`config.mk`:
```
export PLATFORM = sky130hd
export DESIGN_NAME = rd_ptr_burst_ctrl
export DESIGN_NICKNAME = d
export VERILOG_FILES = /design/src/rtl/rd_ptr_burst_ctrl.sv
export SDC_FILE = /design/constraint.sdc
export NUM_CORES = 1
export LEC_CHECK = 0
export BUFFER_PORTS_ARGS = -buffer_cell sky130_fd_sc_hd__buf_2
export CELL_PAD_IN_SITES_DETAIL_PLACEMENT = 0
export CELL_PAD_IN_SITES_GLOBAL_PLACEMENT = 2
export CORE_MARGIN = 2
export CORE_UTILIZATION = 31
export CTS_CLUSTER_SIZE = 28
export DETAILED_ROUTE_END_ITERATION = 10
export PLACE_DENSITY = 0.91
export SYNTH_ARGS = -nofsm -noshare
export SYNTH_HDL_FRONTEND = slang
export SYNTH_SLANG_ARGS = --single-unit
```
`constraint.sdc`:
```
create_clock -name rclk -period 6.7 [get_ports rclk]
set_clock_uncertainty 0.15 [all_clocks]
set_input_delay 0 -clock rclk [delete_from_list [all_inputs] [get_ports rclk]]
set_output_delay 0 -clock rclk [all_outputs]
set_load 0.01 [all_outputs]
```
`src/rtl/rd_ptr_burst_ctrl.sv`:
```
// Read-side pointer and flag controller for the async FIFO with burst pops.
// Grants at most the words available, keeps binary and Gray read pointers,
// a registered fill level, almost-empty/empty flags and a sticky underflow.
module rd_ptr_burst_ctrl #(
    parameter int ADDRSIZE = 6,
    parameter int POPW     = 2
) (
    input  logic                rclk,
    input  logic                rrst_n,
    input  logic [ADDRSIZE:0]   rq2_wptr,
    input  logic [POPW-1:0]     rpop,
    input  logic [ADDRSIZE:0]   rae_thresh,
    input  logic                rclr_err,
    output logic [POPW-1:0]     rgrant,
    output logic [ADDRSIZE-1:0] raddr,
    output logic [ADDRSIZE:0]   rbin,
    output logic [ADDRSIZE:0]   rptr,
    output logic [ADDRSIZE:0]   rlevel,
    output logic                rempty,
    output logic                ralmost_empty,
    output logic                runderflow
);

    localparam int PW = ADDRSIZE + 1;

    logic [PW-1:0] rbin_q, rbin_d;
    logic [PW-1:0] rptr_q, rptr_d;
    logic [PW-1:0] rlevel_q, rlevel_d;
    logic          rempty_q, rempty_d;
    logic          ralmost_empty_q, ralmost_empty_d;
    logic          runderflow_q, runderflow_d;

    logic [PW-1:0]   wbin;
    logic [PW-1:0]   avail;
    logic [PW-1:0]   rpop_ext;
    logic [POPW-1:0] grant;
    logic            over_req;

    // Gray-to-binary of the synchronised write pointer: each bit is the XOR of itself and all higher Gray bits
    always_comb begin
        wbin = '0;
        for (int i = PW - 1; i >= 0; i--) begin
            if (i == PW - 1) wbin[i] = rq2_wptr[i];
            else             wbin[i] = wbin[i+1] ^ rq2_wptr[i];
        end
    end

    // Grant clamp and next-state pointer/flag computation
    always_comb begin
        avail    = wbin - rbin_q;
        rpop_ext = PW'(rpop);
        over_req = (rpop_ext > avail);
        // On over-request avail < rpop < 2^POPW, so the truncation is lossless
        grant    = over_req ? avail[POPW-1:0] : rpop;

        rbin_d          = rbin_q + PW'(grant);
        rptr_d          = rbin_d ^ (rbin_d >> 1);
        rlevel_d        = wbin - rbin_d;
        rempty_d        = (rptr_d == rq2_wptr);
        ralmost_empty_d = (rlevel_d != '0) && (rlevel_d <= rae_thresh);

        runderflow_d = runderflow_q;
        if (over_req)      runderflow_d = 1'b1;
        else if (rclr_err) runderflow_d = 1'b0;
    end

    // State registers, asynchronously returned to the empty condition
    always_ff @(posedge rclk or negedge rrst_n) begin
        if (!rrst_n) begin
            rbin_q          <= '0;
            rptr_q          <= '0;
            rlevel_q        <= '0;
            rempty_q        <= 1'b1;
            ralmost_empty_q <= 1'b0;
            runderflow_q    <= 1'b0;
        end else begin
            rbin_q          <= rbin_d;
            rptr_q          <= rptr_d;
            rlevel_q        <= rlevel_d;
            rempty_q        <= rempty_d;
            ralmost_empty_q <= ralmost_empty_d;
            runderflow_q    <= runderflow_d;
        end
    end

    assign rgrant        = grant;
    assign rbin          = rbin_q;
    assign raddr         = rbin_q[ADDRSIZE-1:0];
    assign rptr          = rptr_q;
    assign rlevel        = rlevel_q;
    assign rempty        = rempty_q;
    assign ralmost_empty = ralmost_empty_q;
    assign runderflow    = runderflow_q;

endmodule

```
==> flow_summary.ini, run 1 <==
[run_status]
status = finished, final reports clean

[floorplanning]
chipWidth_um = 80.40
std_cell_rows = 27
boundaryPins = 51
die_y_um = 80.40
core_um2 = 5574
start_util_pct = 32.46
dieArea_um2 = 6463

[yosys]
async_reset_ff_share_pct = 100.0
synth_fa_ha_area_share_pct = 19.23
ys_seq_area_share_pct = 31.88
syn_avg_cell_area_um2 = 9.727
synth-edff-count = 0
synth_seq_cells = 23
synth-main-ff-cell = dfrtp_1
synthesis.area_um2 = 1809
synth_fp_nets = 231
synth_compound_area_share_pct = 10.86
synth_top_family_by_area = adder cells
yosysWarnings = 0
ys_types = 37
synth_simple_gate_area_share_pct = 10.37
synth-xor-area-share_pct = 15.49
synthCells = 186
synth_mux_area_share_pct = 3.043

[clocking]
path_clk_slew_ns = 0.08
clock-sinks = 23
root_buffer = clkbuf_8
cts_buffers = 3
insertion_delay_ns = 0.26
cts_buffer_depth = 2
ctsHtreeMaxLevel = 1
cts_tree = built

[place]
pre_cts_slack_ns = 0.06870
gp_congestion = 0.7612
portBuffers = 50
dp_hpwl_um = 3317

[sta]
setup_violations = 0
fmax_mhz = 158.7
slew_headroom_pct = 66.28
finalHoldViolations = 0
slew_violations = 0
setup_slack_ns = 0.3993
min_period_ns = 6.301
tightest_slew_ns = 0.5058
post-route-period-util_pct = 94.04

[setup_path]
worst_r2r_startpoint = rbin[2]
cp_max_fo = 3
cp-end-kind = flop
start_kind = primary input
worst-path-buf-inv = 3
required_ns = 6.75
cp_top_family = adder cells
cp.arrival_ns = 6.35
crit_top_cell = xnor2_1
worst_path_max_delay_cell = dlygate4sd3_1
rrSetupSlack_ns = 1.08
cpPeakStageDelay_ns = 0.53
worstSetupPathType = primary input to flop
crit_start = rq2_wptr[3]

[global_routing]
antenna_found_initial = 0
grt_first_pass_wirelength_um = 6575
grt_util_all_layers_pct = 13.06
globalRouteOverflowTotal = 0
grt_max_degree = 24
grt_pass1_vias = 1499

[min_path]
hp-start = rq2_wptr[5]
hold_class = primary input to flop

[final_layout]
area_delta_synth_final_pct = 35.34
antenna_cells = 0
layout_common_cells = buf_2, inv_1, buf_4
fin_nets = 314
mostFrequentLayoutCell = buf_2
drive_above_1_share_pct = 35.45
fillers = 577

[detailed_routing]
vias = 1496
via_per_inst = 4.400
detail_route.wirelength_um = 3907
first_iter_violations = 27
detail-route-antenna-nets = 0
wl_per_cell_um = 11.49
drc = 0
dr.pass1.iters = 4

[run]
cap_viol_max_count = 0
==> metrics by stage <==
stage               utilization, %   TNS, ns  hold slack, ns  std cells  instance area [um2]
detailed placement           41.26         0         -0.1495        328                 2300
floorplan                        -         0         -0.4456        186                 1809
CTS                          42.96         0         0.01374        337                 2395
global placement             41.26         0         -0.1530        328                 2300
finish                       43.93         0        0.005293        340                 2449
global route                 43.93  -0.05118         0.03633        340                 2449
==> logic make-up (layout without fill, tap and decap cells) <==
kind of cell    count (synthesis)  count (layout)
fa+ha+maj                      26              26
compound gates                 29              29
simple gates                   34              34
xor+xnor                       32              32
mux                             5               5
flops                          23              23
buf+inv                        37             119
==> flip-flops by register name, summed over array words and instances (netlist names) <==
| register | flops |
|---|---|
| rlevel | 7 |
| ralmost_empty | 1 |
| runderflow | 1 |
| rempty | 1 |
| rbin | 7 |
| rptr | 6 |
==> cells in the mapped netlist (all sizes together), types with 2 or more instances <==
master / count / area share [%]
inv: 30 / 6.2
ha: 23 / 16
dfrtp: 22 / 30
xnor2: 19 / 9.2
xor2: 13 / 6.3
a21oi: 7 / 1.9
buf: 7 / 2.9
nor2: 7 / 1.5
nand2: 6 / 1.2
nor3: 5 / 2.0
a21o: 4 / 1.7
mux2i: 4 / 2.2
nor2b: 4 / 1.4
o21a: 4 / 1.7
o21ai: 4 / 1.1
fa: 3 / 3.3
nand3: 2 / 0.55
nor4: 2 / 0.69
o211ai: 2 / 0.83
or3: 2 / 0.69
or4: 2 / 0.83
==> worst register-to-register path, cell delays in order, from the launching register on <==
cell      delay (ns)
dfrtp_1         0.47
inv_1           0.12
ha_1            0.35
and2b_1         0.17
o21a_1          0.17
or4_1           0.47
a221o_1         0.37
nor3_4          0.17
mux2i_2         0.28
ha_2            0.22
inv_1           0.05
fa_2            0.36
nand3b_1        0.23
xnor2_1         0.23
ha_1            0.29
a31oi_1         0.16
a21boi_0        0.19
o211ai_1        0.14
ha_1            0.30
nor2b_1         0.13
o21ai_0         0.13
o21ai_0         0.10
o22ai_1         0.13
o41a_1          0.17
==> final cells by class <==
class | count | area, um2 | area share, %
Clock buffer | 4 | 45.04 | 1.840
Inverter | 30 | 112.6 | 4.599
Multi-Input combinational cell | 126 | 1099 | 44.86
Sequential cell | 23 | 576.8 | 23.56
Tap cell | 72 | 90.09 | 3.679
Timing Repair Buffer | 85 | 525.5 | 21.46
==> path summary, 6_finish.rpt <==
kind	depth (start not counted)	to
worst max-delay path	29	ralmost_empty
worst min-delay path	4	rempty
worst max register to register	23	ralmost_empty
worst min register to register	1	runderflow
max in group asynchronous	2	rempty
min in group asynchronous	2	rlevel[6]
==> what timing repair did <==
item / CTS / global route
gates resized for setup: 0 / 8
hold endpoints to repair: 25 / 0
setup endpoints to repair: 0 / 2
hold buffers: 5 / 0
buffers inserted: 0 / 3
==> per-layer routing <==
layer	wire [um]	vias up	track usage [%]
li1	-	779	-
met1	1929	678	17.44
met2	1746	37	21.58
met3	208	2	2.584
met4	22	0	3.220
met5	0	-	0
Power of run 1 is left out: the tool's default activity adds up to more than one toggle a clock period on the data nets, which glitch-free logic cannot reach.
==> run 2: changes to the inputs <==
--- a/config.mk
+++ b/config.mk
@@ -8,7 +8,7 @@
 export BUFFER_PORTS_ARGS = -buffer_cell sky130_fd_sc_hd__buf_2
 export CELL_PAD_IN_SITES_DETAIL_PLACEMENT = 0
 export CELL_PAD_IN_SITES_GLOBAL_PLACEMENT = 2
-export CORE_MARGIN = 2
+export CORE_MARGIN = 4
 export CORE_UTILIZATION = 31
 export CTS_CLUSTER_SIZE = 28
 export DETAILED_ROUTE_END_ITERATION = 10
==> run 2 against run 1 <==
Net effect: sequential share of layout area rose by 0.55 points; critical path depth increased by 2; utilization decreased by 1.0 points; highest routed layer unchanged; clock-buffer cell count stayed put; first-iteration DRC count is 3.7% lower; largest cell class unchanged.
==> flow_summary.ini, run 2 (synthesis results as in run 1) <==
[final_layout]
design_area_um2 = 2392
layout_common_cells = buf_2, inv_1, dfrtp_1
fin_nets = 303
antenna_cells = 0
fin_cells = 329
area_delta_synth_final_pct = 32.23
mostFrequentLayoutCell = buf_2
drive_above_1_share_pct = 34.63

[detailed_routing]
first_iter_violations = 26
detail_route.wirelength_um = 3993
detail-route-antenna-nets = 0
dr.pass1.iters = 4
vias = 1467
drc = 0
via_per_inst = 4.459
wl_per_cell_um = 12.14

[place]
dp_hpwl_um = 3323
pre_cts_slack_ns = -0.1392
placed_area_um2 = 2195
gp_congestion = 0.8076
portBuffers = 50
placedCellCount = 314

[sta]
slew_headroom_pct = 66.06
setup_violations = 0
slew_violations = 0
fin_setup_tns_ns = 0
fmax_mhz = 159.5
rsz0062_at_grt = no
finalHoldViolations = 0
post-route-period-util_pct = 93.57
tightest_slew_ns = 0.5091
setup_slack_ns = 0.4307
min_period_ns = 6.269

[global_routing]
grt_pass1_vias = 1468
grt_util_all_layers_pct = 11.46
grt_first_pass_wirelength_um = 6734
antenna_found_initial = 0
grt_max_degree = 24
globalRouteOverflowTotal = 0

[clocking]
path_clk_slew_ns = 0.08
root_buffer = clkbuf_8
cts_tree = built
insertion_delay_ns = 0.27
cts_buffer_depth = 2
cts_buffers = 3
ctsHtreeMaxLevel = 1
clock-sinks = 23

[setup_path]
cp.arrival_ns = 6.33
cp-end-kind = flop
crit_top_cell = xnor2_1
required_ns = 6.76
start_kind = primary input
worst_path_max_delay_cell = or4_1
cpPeakStageDelay_ns = 0.47
worstSetupPathType = primary input to flop
cp_max_fo = 3

[floorplanning]
dieArea_um2 = 7123
die_y_um = 84.40
core_um2 = 5574
chipWidth_um = 84.40
std_cell_rows = 27
boundaryPins = 51
start_util_pct = 32.46

[min_path]
hold_class = primary input to flop

[run_status]
status = finished, final reports clean

[run]
cap_viol_max_count = 0
run 2: cell count changes in the layout (fill, tap and decap cells not counted):
| cell | previous run | this run |
|---|---|---|
| dlygate4sd3_1 | 5 | 4 |
| xor2_4 | 0 | 1 |
| a21boi_2 | 0 | 1 |
| xor2_2 | 1 | 0 |
| xnor2_2 | 0 | 2 |
| a22oi_2 | 1 | 0 |
| xnor2_1 | 19 | 17 |
| mux2i_2 | 1 | 2 |
| buf_4 | 30 | 20 |
| inv_2 | 0 | 1 |
| a21boi_0 | 1 | 0 |
| mux2i_1 | 3 | 2 |
| a22oi_1 | 0 | 1 |
| inv_1 | 30 | 29 |
run 2: final timing paths:
path                            cells after the start       endpoint  slack, ns     startpoint
worst max-delay path                               31  ralmost_empty       0.43    rq2_wptr[5]
worst min-delay path                                5  ralmost_empty       0.06  rae_thresh[6]
worst max register to register                     24  ralmost_empty       1.10        rbin[2]
worst min register to register                      1     runderflow       0.33     runderflow
max in group asynchronous                           2         rempty       5.96         rrst_n
min in group asynchronous                           2  ralmost_empty       0.08         rrst_n
run 2: critical path, delay by kind of cell:
family,cells,cell delay [ns]
adder cells (fa/ha/maj),6,1.66
multiplexers,1,0.26
buffers and inverters,3,0.27
AO/OA/AOI/OAI,9,1.64
AND/OR/NAND/NOR,4,0.88
XOR/XNOR,8,1.61
run 2: through the flow:
| step | hold slack [ns] | util (%) |
|---|---|---|
| floorplan | -0.4456 | - |
| global placement | -0.1528 | 39.37 |
| detailed placement | -0.1402 | 39.37 |
| CTS | 0.05193 | 40.90 |
| global route | 0.08288 | 42.92 |
| finish | 0.05557 | 42.92 |
run 2: what timing repair did:
item	CTS	global route
resized for setup	0	14
endpoints found under the hold margin	25	0
setup buffers	0	7
hold buffers	4	0
endpoints found under the setup margin	0	2
run 2: final cells by class:
cell class	instances	area (um2)
timing repair buffer	74	440.4
inverter	30	112.6
sequential	23	576.8
tap	72	90.09
multi-input combinational	126	1127
clock buffer	4	45.04
fill	542	3182
run 2: metal layers:
| layer | GRT usage, % | up-vias | wire length [um] |
|---|---|---|---|
| met5 | 0 | - | 0 |
| met4 | 2.446 | 0 | 23 |
| met3 | 3.042 | 2 | 249 |
| met2 | 17.86 | 37 | 1792 |
| met1 | 16.00 | 668 | 1928 |
| li1 | - | 760 | - |
Power of run 2 is left out for the same reason.
